--- config.mk ---
export PLATFORM = sky130hd
export DESIGN_NAME = alu_issue_stage_flat
export DESIGN_NICKNAME = d
export VERILOG_FILES = /design/src/rtl/alu_issue_stage_pkg.sv /design/src/rtl/alu_issue_stage_if.sv /design/src/rtl/alu_issue_stage_fwd_mux.sv /design/src/rtl/alu_issue_stage.sv /design/src/flat_wrapper.sv
export SDC_FILE = /design/constraint.sdc
export NUM_CORES = 1
export LEC_CHECK = 0
export ABC_CLOCK_PERIOD_IN_PS = 6100
export CELL_PAD_IN_SITES_DETAIL_PLACEMENT = 0
export CELL_PAD_IN_SITES_GLOBAL_PLACEMENT = 1
export CORE_ASPECT_RATIO = 1.2
export CORE_MARGIN = 1.5
export CORE_UTILIZATION = 34
export CTS_BUF_LIST = sky130_fd_sc_hd__clkbuf_8
export DETAILED_ROUTE_END_ITERATION = 16
export PLACE_DENSITY = 0.84
export REMOVE_ABC_BUFFERS = 1
export SYNTH_ARGS = -nofsm -noshare
export SYNTH_HDL_FRONTEND = slang
export SYNTH_SLANG_ARGS = --single-unit
--- constraint.sdc ---
create_clock -name clk -period 6.1 [get_ports clk]
set_clock_uncertainty 0.1 [all_clocks]
set_input_delay 1.22 -clock clk [delete_from_list [all_inputs] [get_ports clk]]
set_output_delay 1.22 -clock clk [all_outputs]
set_load 0.01 [all_outputs]
--- src/rtl/alu_issue_stage_pkg.sv ---
// Shared ALU issue-stage definitions: ALUOp codes, skid states, widths.
// Used by alu_issue_stage, alu_fwd_mux and alu_issue_stage_if.
package alu_pkg;

   localparam int DATA_W = 32;
   localparam int REG_AW = 5;

   localparam logic [2:0] ALU_ADD = 3'b000;
   localparam logic [2:0] ALU_SUB = 3'b001;
   localparam logic [2:0] ALU_NOT = 3'b010;
   localparam logic [2:0] ALU_SLL = 3'b011;
   localparam logic [2:0] ALU_SRL = 3'b100;
   localparam logic [2:0] ALU_AND = 3'b101;
   localparam logic [2:0] ALU_OR  = 3'b110;
   localparam logic [2:0] ALU_SLT = 3'b111;

   typedef enum logic [1:0] {
      ST_EMPTY = 2'd0,
      ST_ONE   = 2'd1,
      ST_TWO   = 2'd2
   } skid_state_e;

endpackage

--- src/rtl/alu_issue_stage_if.sv ---
// Decode-side, producer-side and ALU-side signals of the issue stage.
// master = decode/pipeline environment, slave = the issue stage.
interface alu_issue_stage_if
   import alu_pkg::*;
#(
   parameter int DATA_W = alu_pkg::DATA_W,
   parameter int REG_AW = alu_pkg::REG_AW
);

   logic              in_valid;
   logic              in_ready;
   logic [2:0]        id_alu_op;
   logic [REG_AW-1:0] id_rs1;
   logic [REG_AW-1:0] id_rs2;
   logic [REG_AW-1:0] id_rd;
   logic              id_reg_write;
   logic [DATA_W-1:0] id_rdata1;
   logic [DATA_W-1:0] id_rdata2;
   logic [DATA_W-1:0] id_imm;
   logic              id_use_imm;

   logic              exmem_reg_write;
   logic [REG_AW-1:0] exmem_rd;
   logic [DATA_W-1:0] exmem_result;
   logic              memwb_reg_write;
   logic [REG_AW-1:0] memwb_rd;
   logic [DATA_W-1:0] memwb_result;

   logic              flush;
   logic              ex_ready;
   logic              ex_valid;
   logic [2:0]        ex_alu_op;
   logic [DATA_W-1:0] ex_data1;
   logic [DATA_W-1:0] ex_data2;
   logic [REG_AW-1:0] ex_rd;
   logic              ex_reg_write;
   logic              hazard_stall;

   modport master (
      output in_valid, id_alu_op,
      output id_rs1, id_rs2, id_rd,
      output id_reg_write,
      output id_rdata1, id_rdata2,
      output id_imm, id_use_imm,
      output exmem_reg_write, exmem_rd,
      output exmem_result,
      output memwb_reg_write, memwb_rd,
      output memwb_result,
      output flush, ex_ready,
      input  in_ready, ex_valid,
      input  ex_alu_op, ex_data1, ex_data2,
      input  ex_rd, ex_reg_write,
      input  hazard_stall
   );

   modport slave (
      input  in_valid, id_alu_op,
      input  id_rs1, id_rs2, id_rd,
      input  id_reg_write,
      input  id_rdata1, id_rdata2,
      input  id_imm, id_use_imm,
      input  exmem_reg_write, exmem_rd,
      input  exmem_result,
      input  memwb_reg_write, memwb_rd,
      input  memwb_result,
      input  flush, ex_ready,
      output in_ready, ex_valid,
      output ex_alu_op, ex_data1, ex_data2,
      output ex_rd, ex_reg_write,
      output hazard_stall
   );

endinterface

--- src/rtl/alu_issue_stage_fwd_mux.sv ---
// Per-source operand resolver; forwards EX/MEM then MEM/WB results
// only when ALU_ISSUE_FWD_EN is defined, always reports a producer hit.
module alu_fwd_mux
   import alu_pkg::*;
#(
   parameter int DATA_W = alu_pkg::DATA_W,
   parameter int REG_AW = alu_pkg::REG_AW
) (
   input  logic [REG_AW-1:0] rs,
   input  logic [DATA_W-1:0] rdata,
   input  logic              exmem_reg_write,
   input  logic [REG_AW-1:0] exmem_rd,
   input  logic [DATA_W-1:0] exmem_result,
   input  logic              memwb_reg_write,
   input  logic [REG_AW-1:0] memwb_rd,
   input  logic [DATA_W-1:0] memwb_result,
   output logic [DATA_W-1:0] data,
   output logic              hit
);

   logic rs_live;
   logic ex_hit;
   logic wb_hit;

   // x0 is hardwired zero, so it never has an in-flight producer
   assign rs_live = (rs != '0);
   assign ex_hit  = rs_live & exmem_reg_write
                  & (exmem_rd == rs);
   assign wb_hit  = rs_live & memwb_reg_write
                  & (memwb_rd == rs);
   assign hit     = ex_hit | wb_hit;

`ifdef ALU_ISSUE_FWD_EN
   always_comb begin
      data = rdata;
      unique case (1'b1)
         ex_hit:  data = exmem_result;
         wb_hit:  data = memwb_result;
         default: data = rdata;
      endcase
   end
`else
   logic unused_res;

   assign data       = rdata;
   assign unused_res = ^{exmem_result, memwb_result};
`endif

endmodule

--- src/rtl/alu_issue_stage.sv ---
// ID/EX issue stage: operand resolve + 2-entry skid buffer to the ALU.
// ALU_ISSUE_FWD_EN selects forwarding; otherwise RAW hazards stall.
module alu_issue_stage
   import alu_pkg::*;
#(
   parameter int DATA_W = alu_pkg::DATA_W,
   parameter int REG_AW = alu_pkg::REG_AW
) (
   input logic         clk,
   input logic         rst,
   alu_issue_stage_if.slave bus
);

   typedef struct packed {
      logic [2:0]        alu_op;
      logic [DATA_W-1:0] data1;
      logic [DATA_W-1:0] data2;
      logic [REG_AW-1:0] rd;
      logic              reg_write;
   } entry_t;

   skid_state_e state;
   skid_state_e state_n;

   entry_t out_q;
   entry_t skid_q;
   entry_t cap;

   logic [DATA_W-1:0] op1;
   logic [DATA_W-1:0] op2;
   logic              hit1;
   logic              hit2;
   logic              stall;
   logic              ready;
   logic              fire;
   logic              load_out;
   logic              load_skid;
   logic              from_skid;

   alu_fwd_mux #(
      .DATA_W (DATA_W),
      .REG_AW (REG_AW)
   ) u_fwd1 (
      .rs              (bus.id_rs1),
      .rdata           (bus.id_rdata1),
      .exmem_reg_write (bus.exmem_reg_write),
      .exmem_rd        (bus.exmem_rd),
      .exmem_result    (bus.exmem_result),
      .memwb_reg_write (bus.memwb_reg_write),
      .memwb_rd        (bus.memwb_rd),
      .memwb_result    (bus.memwb_result),
      .data            (op1),
      .hit             (hit1)
   );

   alu_fwd_mux #(
      .DATA_W (DATA_W),
      .REG_AW (REG_AW)
   ) u_fwd2 (
      .rs              (bus.id_rs2),
      .rdata           (bus.id_rdata2),
      .exmem_reg_write (bus.exmem_reg_write),
      .exmem_rd        (bus.exmem_rd),
      .exmem_result    (bus.exmem_result),
      .memwb_reg_write (bus.memwb_reg_write),
      .memwb_rd        (bus.memwb_rd),
      .memwb_result    (bus.memwb_result),
      .data            (op2),
      .hit             (hit2)
   );

`ifdef ALU_ISSUE_FWD_EN
   logic unused_hit;

   assign stall      = 1'b0;
   assign unused_hit = hit1 | hit2;
`else
   // rs2 only matters when the immediate is not selected
   assign stall = ~rst & bus.in_valid
                & (hit1 | (hit2 & ~bus.id_use_imm));
`endif

   always_comb begin
      cap.alu_op    = bus.id_alu_op;
      cap.data1     = op1;
      cap.data2     = bus.id_use_imm ? bus.id_imm : op2;
      cap.rd        = bus.id_rd;
      cap.reg_write = bus.id_reg_write;
   end

   assign ready = (state != ST_TWO) & ~stall;
   assign fire  = bus.in_valid & ready;

   always_comb begin
      state_n   = state;
      load_out  = 1'b0;
      load_skid = 1'b0;
      from_skid = 1'b0;
      if (bus.flush) begin
         state_n = ST_EMPTY;
      end else begin
         unique case (state)
            ST_EMPTY: begin
               if (fire) begin
                  state_n  = ST_ONE;
                  load_out = 1'b1;
               end
            end
            ST_ONE: begin
               if (fire && bus.ex_ready) begin
                  load_out = 1'b1;
               end else if (fire) begin
                  state_n   = ST_TWO;
                  load_skid = 1'b1;
               end else if (bus.ex_ready) begin
                  state_n = ST_EMPTY;
               end
            end
            ST_TWO: begin
               if (bus.ex_ready) begin
                  state_n   = ST_ONE;
                  load_out  = 1'b1;
                  from_skid = 1'b1;
               end
            end
            default: state_n = ST_EMPTY;
         endcase
      end
   end

   always_ff @(posedge clk or posedge rst) begin
      if (rst) begin
         state <= ST_EMPTY;
      end else begin
         state <= state_n;
      end
   end

   always_ff @(posedge clk or posedge rst) begin
      if (rst) begin
         out_q  <= '0;
         skid_q <= '0;
      end else begin
         if (load_out) begin
            out_q <= from_skid ? skid_q : cap;
         end
         if (load_skid) begin
            skid_q <= cap;
         end
      end
   end

   assign bus.in_ready     = ready;
   assign bus.hazard_stall = stall;
   assign bus.ex_valid     = (state != ST_EMPTY);
   assign bus.ex_alu_op    = out_q.alu_op;
   assign bus.ex_data1     = out_q.data1;
   assign bus.ex_data2     = out_q.data2;
   assign bus.ex_rd        = out_q.rd;
   assign bus.ex_reg_write = out_q.reg_write;

endmodule

--- src/flat_wrapper.sv ---
// flat-port wrapper written by rule: the top's interface ports become plain ports
module alu_issue_stage_flat import alu_pkg::*;
#(
   parameter int DATA_W = alu_pkg::DATA_W,
   parameter int REG_AW = alu_pkg::REG_AW
)
  (clk, rst, bus_in_valid, bus_id_alu_op, bus_id_rs1, bus_id_rs2, bus_id_rd, bus_id_reg_write, bus_id_rdata1, bus_id_rdata2, bus_id_imm, bus_id_use_imm, bus_exmem_reg_write, bus_exmem_rd, bus_exmem_result, bus_memwb_reg_write, bus_memwb_rd, bus_memwb_result, bus_flush, bus_ex_ready, bus_in_ready, bus_ex_valid, bus_ex_alu_op, bus_ex_data1, bus_ex_data2, bus_ex_rd, bus_ex_reg_write, bus_hazard_stall);
  alu_issue_stage_if #(.DATA_W(DATA_W), .REG_AW(REG_AW)) bus_i ();
  input logic clk;
  input logic rst;
  input wire logic [$bits(bus_i.in_valid)-1:0] bus_in_valid;
  input wire logic [$bits(bus_i.id_alu_op)-1:0] bus_id_alu_op;
  input wire logic [$bits(bus_i.id_rs1)-1:0] bus_id_rs1;
  input wire logic [$bits(bus_i.id_rs2)-1:0] bus_id_rs2;
  input wire logic [$bits(bus_i.id_rd)-1:0] bus_id_rd;
  input wire logic [$bits(bus_i.id_reg_write)-1:0] bus_id_reg_write;
  input wire logic [$bits(bus_i.id_rdata1)-1:0] bus_id_rdata1;
  input wire logic [$bits(bus_i.id_rdata2)-1:0] bus_id_rdata2;
  input wire logic [$bits(bus_i.id_imm)-1:0] bus_id_imm;
  input wire logic [$bits(bus_i.id_use_imm)-1:0] bus_id_use_imm;
  input wire logic [$bits(bus_i.exmem_reg_write)-1:0] bus_exmem_reg_write;
  input wire logic [$bits(bus_i.exmem_rd)-1:0] bus_exmem_rd;
  input wire logic [$bits(bus_i.exmem_result)-1:0] bus_exmem_result;
  input wire logic [$bits(bus_i.memwb_reg_write)-1:0] bus_memwb_reg_write;
  input wire logic [$bits(bus_i.memwb_rd)-1:0] bus_memwb_rd;
  input wire logic [$bits(bus_i.memwb_result)-1:0] bus_memwb_result;
  input wire logic [$bits(bus_i.flush)-1:0] bus_flush;
  input wire logic [$bits(bus_i.ex_ready)-1:0] bus_ex_ready;
  output wire logic [$bits(bus_i.in_ready)-1:0] bus_in_ready;
  output wire logic [$bits(bus_i.ex_valid)-1:0] bus_ex_valid;
  output wire logic [$bits(bus_i.ex_alu_op)-1:0] bus_ex_alu_op;
  output wire logic [$bits(bus_i.ex_data1)-1:0] bus_ex_data1;
  output wire logic [$bits(bus_i.ex_data2)-1:0] bus_ex_data2;
  output wire logic [$bits(bus_i.ex_rd)-1:0] bus_ex_rd;
  output wire logic [$bits(bus_i.ex_reg_write)-1:0] bus_ex_reg_write;
  output wire logic [$bits(bus_i.hazard_stall)-1:0] bus_hazard_stall;
  assign bus_i.in_valid = bus_in_valid;
  assign bus_i.id_alu_op = bus_id_alu_op;
  assign bus_i.id_rs1 = bus_id_rs1;
  assign bus_i.id_rs2 = bus_id_rs2;
  assign bus_i.id_rd = bus_id_rd;
  assign bus_i.id_reg_write = bus_id_reg_write;
  assign bus_i.id_rdata1 = bus_id_rdata1;
  assign bus_i.id_rdata2 = bus_id_rdata2;
  assign bus_i.id_imm = bus_id_imm;
  assign bus_i.id_use_imm = bus_id_use_imm;
  assign bus_i.exmem_reg_write = bus_exmem_reg_write;
  assign bus_i.exmem_rd = bus_exmem_rd;
  assign bus_i.exmem_result = bus_exmem_result;
  assign bus_i.memwb_reg_write = bus_memwb_reg_write;
  assign bus_i.memwb_rd = bus_memwb_rd;
  assign bus_i.memwb_result = bus_memwb_result;
  assign bus_i.flush = bus_flush;
  assign bus_i.ex_ready = bus_ex_ready;
  assign bus_in_ready = bus_i.in_ready;
  assign bus_ex_valid = bus_i.ex_valid;
  assign bus_ex_alu_op = bus_i.ex_alu_op;
  assign bus_ex_data1 = bus_i.ex_data1;
  assign bus_ex_data2 = bus_i.ex_data2;
  assign bus_ex_rd = bus_i.ex_rd;
  assign bus_ex_reg_write = bus_i.ex_reg_write;
  assign bus_hazard_stall = bus_i.hazard_stall;
  alu_issue_stage #(.DATA_W(DATA_W), .REG_AW(REG_AW)) u_core (.clk(clk), .rst(rst), .bus(bus_i));
endmodule
==> Word level (Yosys, flattened, before mapping) <==
Index checks and enable logic that the tools add are counted.
{ "totals": {"output_inout_bits": 76, "input_bits": 197, "ff_bits": 148, "word_cells": 66} }
{ "op_classes": {"mux": 19, "n_reduce_logical": 6, "n_bitwise": 19, "n_eq_ne": 11} }
{ "ops": {"columns": ["cell", "n"], "rows": [
  ["$mux 73", 1],
  ["$mux 32", 1],
  ["$eq 5x5->1", 4],
  ["$and 1x1->1", 13],
  ["$mux 2", 6],
  ["$reduce_bool 5->1", 2],
  ["$mux 1", 9],
  ["$ne 3x3->1 const B", 2],
  ["$pmux 2 s3", 1],
  ["$ne 4x3->1 const B", 1],
  ["$reduce_and 4->1", 1],
  ["$ne 3x2->1 const B", 1],
  ["$not 1->1", 3],
  ["$or 1x1->1", 3],
  ["$pmux 1 s3", 1],
  ["$eq 2x1->1 const B", 1],
  ["$eq 2x2->1 const B", 1],
  ["$logic_not 2->1", 1],
  ["$ne 2x2->1 const B", 1],
  ["$reduce_bool 2->1", 1],
  ["$logic_and 1x1->1", 1]
]} }

==> Depth between registers and ports, before layout <==
Gate-level depths: netlist of the first run.
{ "depth": {"ltp_word": 14, "ltp_mapped": 8, "depth_no_buf": 6} }

==> Hierarchy <==
From an unflattened synthesis of the first run, not the netlist that was laid out.
{ "unflattened": {"cells_unflattened": 631, "hier_area_um2": 7880.1} }
{ "modules_own_cells": {"columns": ["mod", "cells_each", "area_each_um2", "seq_area_each_um2", "n_inst"], "rows": [
  ["alu_issue_stage", 533, 7134.3, 3703.6, 1],
  ["alu_fwd_mux", 49, 372.9, 0.0, 2]
]} }

==> Worst setup path after synthesis of the first run <==
No wires, ideal clock.
{ "synth_path": {"path_type": "in2out", "startpoint": "in bus_id_rs2[1]", "endpoint": "out bus_in_ready", "arrival_time_ns": 2.275, "path_stages": 4, "n_path_buf": 0, "path_slack_ns": 2.505, "required_time_ns": 4.780, "cell_sequence": "or4_1 o21ai_1 o22ai_1 nor2_1"} }
{ "synth_via": {"elab_chain_cells": 9, "word_cells_on_any_way": 13, "cone_classes": "2 x eq/ne; 10 x bitwise; 1 x reduce/logical"} }
{ "synth_lines": {"columns": ["item", "line_no", "text"], "rows": [
  ["from (decl)", "flat_wrapper.sv:14", "input wire logic [$bits(bus_i.id_rs2)-1:0] bus_id_rs2;"],
  ["$reduce_bool 5->1", "alu_issue_stage_fwd_mux.sv:26", "assign rs_live = (rs != '0);"],
  ["$and 1x1->1 (on tied branches)", "alu_issue_stage_fwd_mux.sv:27, alu_issue_stage_fwd_mux.sv:29", null],
  ["$and 1x1->1 (on tied branches)", "alu_issue_stage_fwd_mux.sv:28, alu_issue_stage_fwd_mux.sv:30", null],
  ["$or 1x1->1 *", "alu_issue_stage_fwd_mux.sv:31", "assign hit = ex_hit | wb_hit;"],
  ["$and 1x1->1 *", "alu_issue_stage.sv:80", "& (hit1 | (hit2 & ~bus.id_use_imm));"],
  ["$or 1x1->1 *", "alu_issue_stage.sv:80", null],
  ["$and 1x1->1 *", "alu_issue_stage.sv:80", null],
  ["named net bus_hazard_stall", "flat_wrapper.sv:36", "output wire logic [$bits(bus_i.hazard_stall)-1:0] bus_hazard_stall;"],
  ["$not 1->1 *", "alu_issue_stage.sv:91", "assign ready = (state != ST_TWO) & ~stall;"],
  ["$and 1x1->1 *", "alu_issue_stage.sv:91", null],
  ["to (decl)", "flat_wrapper.sv:29", "output wire logic [$bits(bus_i.in_ready)-1:0] bus_in_ready;"]
]} }
The timed path passes the listed nets; every way through them passes the cells marked *.

==> Worst setup path in the final report of the first run <==
{ "layout_path": {"startpoint": "in bus_id_rs1[3]", "endpoint": "out bus_hazard_stall"} }
{ "layout_via": {"elab_chain_cells": 6, "word_cells_on_any_way": 10, "cone_classes": "2 x eq/ne; 7 x bitwise; 1 x reduce/logical"} }
{ "layout_lines": {"columns": ["item", "line_no", "text"], "rows": [
  ["from (decl)", "flat_wrapper.sv:13", "input wire logic [$bits(bus_i.id_rs1)-1:0] bus_id_rs1;"],
  ["$reduce_bool 5->1", "alu_issue_stage_fwd_mux.sv:26", null],
  ["$and 1x1->1 (on tied branches)", "alu_issue_stage_fwd_mux.sv:27, alu_issue_stage_fwd_mux.sv:29", null],
  ["$and 1x1->1 (on tied branches)", "alu_issue_stage_fwd_mux.sv:28, alu_issue_stage_fwd_mux.sv:30", null],
  ["$or 1x1->1 *", "alu_issue_stage_fwd_mux.sv:31", null],
  ["$or 1x1->1 *", "alu_issue_stage.sv:80", null],
  ["$and 1x1->1 *", "alu_issue_stage.sv:80", null],
  ["to (decl)", "flat_wrapper.sv:36", null]
]} }
Mark *: on every way between the ends. The rest lies on a longest branch, timed or not.

==> flow_summary.toml, run 1 <==
[timing]
finalCriticalPeriod_ns = 4.80
hold_viol = 0
period_share_pct = 78.8
rsz0062_at_grt = "no"
worst_slack_ns = 1.30
tightest_slew_ns = 1.15
hold_slack_ns = 0.380
slew_viol_final = 0
setup_violations = 0
fin_tns_setup_ns = 0
fmax_ghz = 0.208
relSlewSlack_pct = 23.0

[yosys]
synth_compound_area_share_pct = 13.2
synth_xor_area_share_pct = 2.50
ys_ff_latch = 148
synth_cells = 654
synth-simple-area-share_pct = 11.3
synth_warnings = 0
netlist_area_mm2 = 0.00701
avgSynthCellArea_um2 = 10.7
synth_top_family_by_area = "multiplexers"
yosysUniqueCellTypes = 33
synth.mux.area_fraction_pct = 16.9
synth_fa_ha_area_share_pct = 0
ys_seq_area_share_pct = 52.9

[cts]
clockBufferDepth = 2
clock_latency_ns = 0.43
cts_buffers = 17
htree_num_levels = 4
root_buffer = "clkbuf_8"
clkSinkCount = 148
clk_pin_slew_worst_paths_ns = 0.07
cts_hold_buf = 0
cts_tree = "built"
cts.repair_timing.setup_buffer_count = 0
post_cts_resize_count = 0

[power]
intPower_mw = 1.95
leakage_nw = 3.89
powerDensity_mw_per_mm2 = 280
pwr-share-comb_pct = 24.6
power.share.switching_pct = 28.6
p_sw_mw = 0.778
p_clk_share_pct = 26.4
p_total_mw = 2.72
pwr-share-seq_pct = 49.0
vdd_drop_max_v = 0.000129

[setup_path]
worstPathArrival_ns = 3.48
critPathRequiredTime_ns = 4.78
crit_path_max_fanout = 3
endpoint_kind = "primary output"
path_class = "input port to primary output"
start_kind = "input port"

[finish]
antenna_cells = 0
drive_above_1_share_pct = 10.1
fin_area_mm2 = 0.00971
layout_common_cells = "clkdlybuf4s50_1 (207), dfrtp_1 (148), nand2_1 (114)"
layout.nets = 1036
final_cells = 1117
layout_commonest_cell = "clkdlybuf4s50_1"
synthToLayoutAreaGrowth_pct = 38.6
fin_util_pct = 47.9

[floorplanning]
row_count = 57
num_io_pins = 273
core_area_mm2 = 0.0203
die_x_um = 134
start_util_pct = 34.6
dieArea_mm2 = 0.0215
die_h_um = 160

[global_route]
overflow = 0
grt_max_degree = 106
grt_pass1_wl_mm = 32.0
antenna_found_initial = 1
track_usage_pct = 18.9
grt_pass1_vias = 6028

[placement]
post-dp-hpwl_mm = 12.0
dpl_cell_area_mm2 = 0.00934
routabilityCongestion = 0.802
dp_slack_ns = 1.34
port-buffer-count = 208
place_inst = 1085

[min_path]
hold_path_class = "register to register"

[detailed_routing]
drt_iter0_markers = 296
wl_per_cell_um = 17.4
wirelength_mm = 19.4
drc = 0
vias = 5755
viasPerCell = 5.15
ant_nets = 0
dr.pass1.iters = 4

[run_status]
status = "finished clean"

[job]
maxCapViolCount = 0
per-layer routing:
metal / GRT usage (%) / vias to the layer above / part of all wire, % / wire length, µm
met3: 5.02 / 20 / 5.8 / 1120
met1: 23.4 / 2854 / 42 / 8210
li1: - / 2702 / - / -
met2: 31.8 / 177 / 50 / 9770
met5: 0 / - / 0.052 / 10
met4: 6.30 / 2 / 1.5 / 293
worst max-delay path, cell delays in order:
cell and delay (ns):
clkdlybuf4s50_1 0.47, xor2_1 0.18, nor4_1 0.41, a32oi_1 0.30, o22ai_1 0.31, clkdlybuf4s50_1 0.59
power by group through the flow:
stage	logic (mW)	registers (mW)	clock network, mW
global placement	0.671	1.34	0
global route	0.738	1.36	0.790
detailed placement	0.681	1.35	0
floorplan	0.270	1.37	0
CTS	0.684	1.33	0.748
finish	0.671	1.33	0.718
Yosys cell counts (all sizes together):
| master | number | area, µm² |
|---|---|---|
| dfrtp | 148 | 3700 |
| mux2 | 105 | 1180 |
| nand2 | 114 | 428 |
| o221a | 1 | 11.3 |
| nor3 | 3 | 15.0 |
| or4 | 1 | 7.51 |
| xnor2 | 4 | 35.0 |
| xor2 | 16 | 140 |
| nand3b | 1 | 7.51 |
| or3 | 1 | 6.26 |
| buf | 20 | 98.8 |
| o21ai | 33 | 165 |
| inv | 2 | 7.51 |
| and3b | 1 | 8.76 |
| o211ai | 41 | 308 |
| nor2 | 5 | 18.8 |
| o22ai | 1 | 6.26 |
| o221ai | 1 | 8.76 |
| and2 | 2 | 12.5 |
| a32oi | 2 | 17.5 |
| or2 | 1 | 6.26 |
| nor2b | 3 | 18.8 |
| nand3 | 42 | 215 |
| and3 | 1 | 6.26 |
| nor4 | 4 | 25.0 |
| nand2b | 2 | 12.5 |
| a21oi | 34 | 170 |
| o31ai | 32 | 240 |
| clkbuf | 33 | 124 |
path summary, 6_finish.rpt:
check                                  start                 endpoint  slack [ns]  depth (start not counted)
setup / recovery               bus_id_rs1[3]         bus_hazard_stall        1.30                          6
hold / removal             u_core.skid_q[37]  u_core.bus.ex_data2[31]        0.38                          2
setup reg to reg             u_core.state[0]         u_core.skid_q[8]        3.64                          4
hold reg to reg            u_core.skid_q[37]  u_core.bus.ex_data2[31]        0.38                          2
max in group asynchronous                rst        u_core.skid_q[60]        3.71                          3
min in group asynchronous                rst   u_core.bus.ex_data2[4]        1.29                          2
state kept, by name (all words and copies together), names as in the netlist:
signal and cells:
u_core.bus.ex_reg_write 1, u_core.bus.ex_data2 32, u_core.bus.ex_alu_op 3, u_core.skid_q 73, u_core.bus.ex_rd 5, u_core.bus.ex_data1 32, u_core.state 2
cells by family (layout without fill, tap and decap cells):
kind of cell	after synthesis	in the layout
simple gates	181	181
buf+inv	55	253
flops	148	148
compound gates	145	145
xor+xnor	20	20
mux	105	105
layout make-up:
cell class	instances	area, µm²
Timing Repair Buffer	219	2170
Fill cell	1899	10500
Sequential cell	148	3700
Clock buffer	19	262
Tap cell	265	332
Multi-Input combinational cell	451	3120
Inverter	2	12.5
Clock inverter	13	106
No activity file was read; power rests on OpenSTA's default activity.
==> run 2: changes to the inputs <==
ABC_CLOCK_PERIOD_IN_PS = 4000   (was 6100)
CORE_UTILIZATION = 31   (was 34)
PLACE_DENSITY = 0.8   (was 0.84)
clock period = 4 ns   (was 6.1 ns; I/O delays follow)
==> run 2 against run 1 <==
Against the previous run: clock power rose by 57%; sequential power rose by 53%; die area rose by 9.5%; first-iteration DRC count fell by 41%; final cell count rose by 1.9%; utilization fell by 3.8 points; register-to-register slack got worse by 1.8 ns; via count rose by 0.63%; global-route usage fell by 1.4 points; combinational power rose by 55%; non-clock buffer count rose by 6; flip-flop and latch count did not move; critical path type unchanged; largest power group unchanged.
==> flow_summary.toml, run 2 (same netlist as run 1, synthesis figures left out) <==
[finish]
layout.nets = 1042
layout_common_cells = "clkdlybuf4s50_1 (207), dfrtp_1 (148), nand2_1 (114)"
drive_above_1_share_pct = 11.0
fin_area_mm2 = 0.00985
layout_commonest_cell = "clkdlybuf4s50_1"
largest_reg_flops = 73
synthToLayoutAreaGrowth_pct = 40.6
final_cells = 1138
fill_cells = 2142
regMostFlops = "u_core.skid_q"

[timing]
fmax_ghz = 0.267
slew_viol_final = 0
period_share_pct = 93.6
hold_viol = 0
finalCriticalPeriod_ns = 3.75
setup_violations = 0
tightest_slew_ns = 0.670
fin_tns_setup_ns = 0
rsz0062_at_grt = "no"
relSlewSlack_pct = 55.4

[cts]
cts_buffers = 17
clk_pin_slew_worst_paths_ns = 0.10
post_cts_resize_count = 0
cts_hold_buf = 0
clockBufferDepth = 2
htree_num_levels = 4
cts.repair_timing.setup_buffer_count = 0
clkSinkCount = 148
clock_latency_ns = 0.44
root_buffer = "clkbuf_8"
cts_tree = "built"

[detailed_routing]
drt_iter0_markers = 175
ant_nets = 0
dr.pass1.iters = 4
wirelength_mm = 19.9
drc = 0
wl_per_cell_um = 17.5
vias = 5791
viasPerCell = 5.09

[run_status]
status = "finished clean"

[placement]
dpl_cell_area_mm2 = 0.00948
routabilityCongestion = 0.848
post-dp-hpwl_mm = 12.5
port-buffer-count = 208
place_inst = 1105

[setup_path]
critPathRequiredTime_ns = 3.10
reg2reg_to = "u_core.bus.ex_data1[21]"
r2r_cells = 5
r2r_slack_ns = 1.85
r2r_start = "u_core.state[1]"
endpoint_kind = "primary output"
worstPathArrival_ns = 2.85
start_kind = "input port"
path_class = "input port to primary output"
cp-startpoint = "bus_id_rs1[3]"
crit_path_max_fanout = 3

[global_route]
overflow = 0
track_usage_pct = 17.5
grt_max_degree = 75
grt_pass1_wl_mm = 32.5
antenna_found_initial = 0
grt_pass1_vias = 5992

[power]
powerDensity_mw_per_mm2 = 426
vdd_drop_max_v = 0.000193
leakage_nw = 3.95

[job]
maxCapViolCount = 0

[floorplanning]
core_area_mm2 = 0.0223
row_count = 60
die_x_um = 140
start_util_pct = 31.4
num_io_pins = 273
dieArea_mm2 = 0.0235
die_h_um = 168

[min_path]
holdPathStages = 2
hold_path_class = "register to register"
worstHoldStart = "u_core.skid_q[23]"
hold_end = "u_core.bus.ex_data2[17]"
run 2: cell types whose count changed in the layout (fill, tap and decap cells not counted), sizes merged:
cell / previous run / this run
diode: 0 / 1
inv: 7 / 13
clkinv: 4 / 3
clkbuf: 19 / 17
clkinvlp: 3 / 1
buf: 12 / 18
bufinv: 1 / 0
run 2: power by group:
group	switching, mW	internal, mW	total (mW)
registers	0.180	1.85	2.03
logic	0.434	0.601	1.04
clock network	0.669	0.461	1.13
total	1.28	2.91	4.20
run 2: worst max-delay path, cell delays in order:
cell,delay [ns]
clkdlybuf4s50_1,0.46
xor2_1,0.18
nor4_1,0.38
a32oi_1,0.20
o22ai_1,0.21
clkdlybuf4s50_1,0.60
run 2: through the flow:
| stage | hold WS [ns] | setup WS (ns) | power (mW) | util, % |
|---|---|---|---|---|
| 2_1_floorplan | 0.344 | -1.14 | 2.50 | - |
| 3_3_place_gp | 0.355 | 0.303 | 3.08 | 42.5 |
| 3_5_place_dp | 0.364 | 0.289 | 3.11 | 42.5 |
| 4_1_cts | 0.380 | 0.288 | 4.26 | 44.2 |
| 5_1_grt | 0.393 | 0.159 | 4.44 | 44.2 |
| 6_report | 0.380 | 0.254 | 4.20 | 44.2 |
run 2: how the worst max path moves through the flow:
stage	cells after the start	slack [ns]	end
after floorplan	3	-1.14	u_core.bus.ex_data2[0]
after global placement	6	0.30	bus_hazard_stall
after detailed placement	6	0.29	bus_hazard_stall
after CTS	6	0.29	bus_hazard_stall
after global routing	6	0.16	bus_hazard_stall
final	6	0.25	bus_hazard_stall
run 2: final cells by class:
type	instances	area, µm²	share of cell area (%)
multi-input combinational	451	3120	31.7
inverter	2	12.5	0.127
tap	279	349	3.54
clock buffer	17	234	2.37
clock inverter	15	135	1.37
antenna	1	2.50	0.0254
timing repair buffer	225	2290	23.3
sequential	148	3700	37.6
run 2: routing by layer:
layer / track usage, % / part of all wire [%] / vias up
met3: 4.72 / 5.4 / 26
met5: 0 / 0 / -
met1: 20.8 / 42 / 2882
li1: - / - / 2715
met2: 30.7 / 50 / 168
met4: 5.49 / 2.0 / 0
==> run 3: changes to the inputs <==
CTS_BUF_LIST = sky130_fd_sc_hd__clkbuf_4 sky130_fd_sc_hd__clkbuf_8   (was sky130_fd_sc_hd__clkbuf_8)
CTS_CLUSTER_SIZE = 14   (was default)
SKIP_LAST_GASP = 1   (was default)
==> results of run 3 <==
Same layout as run 2: the final DEF is identical, and so are final timing and power.
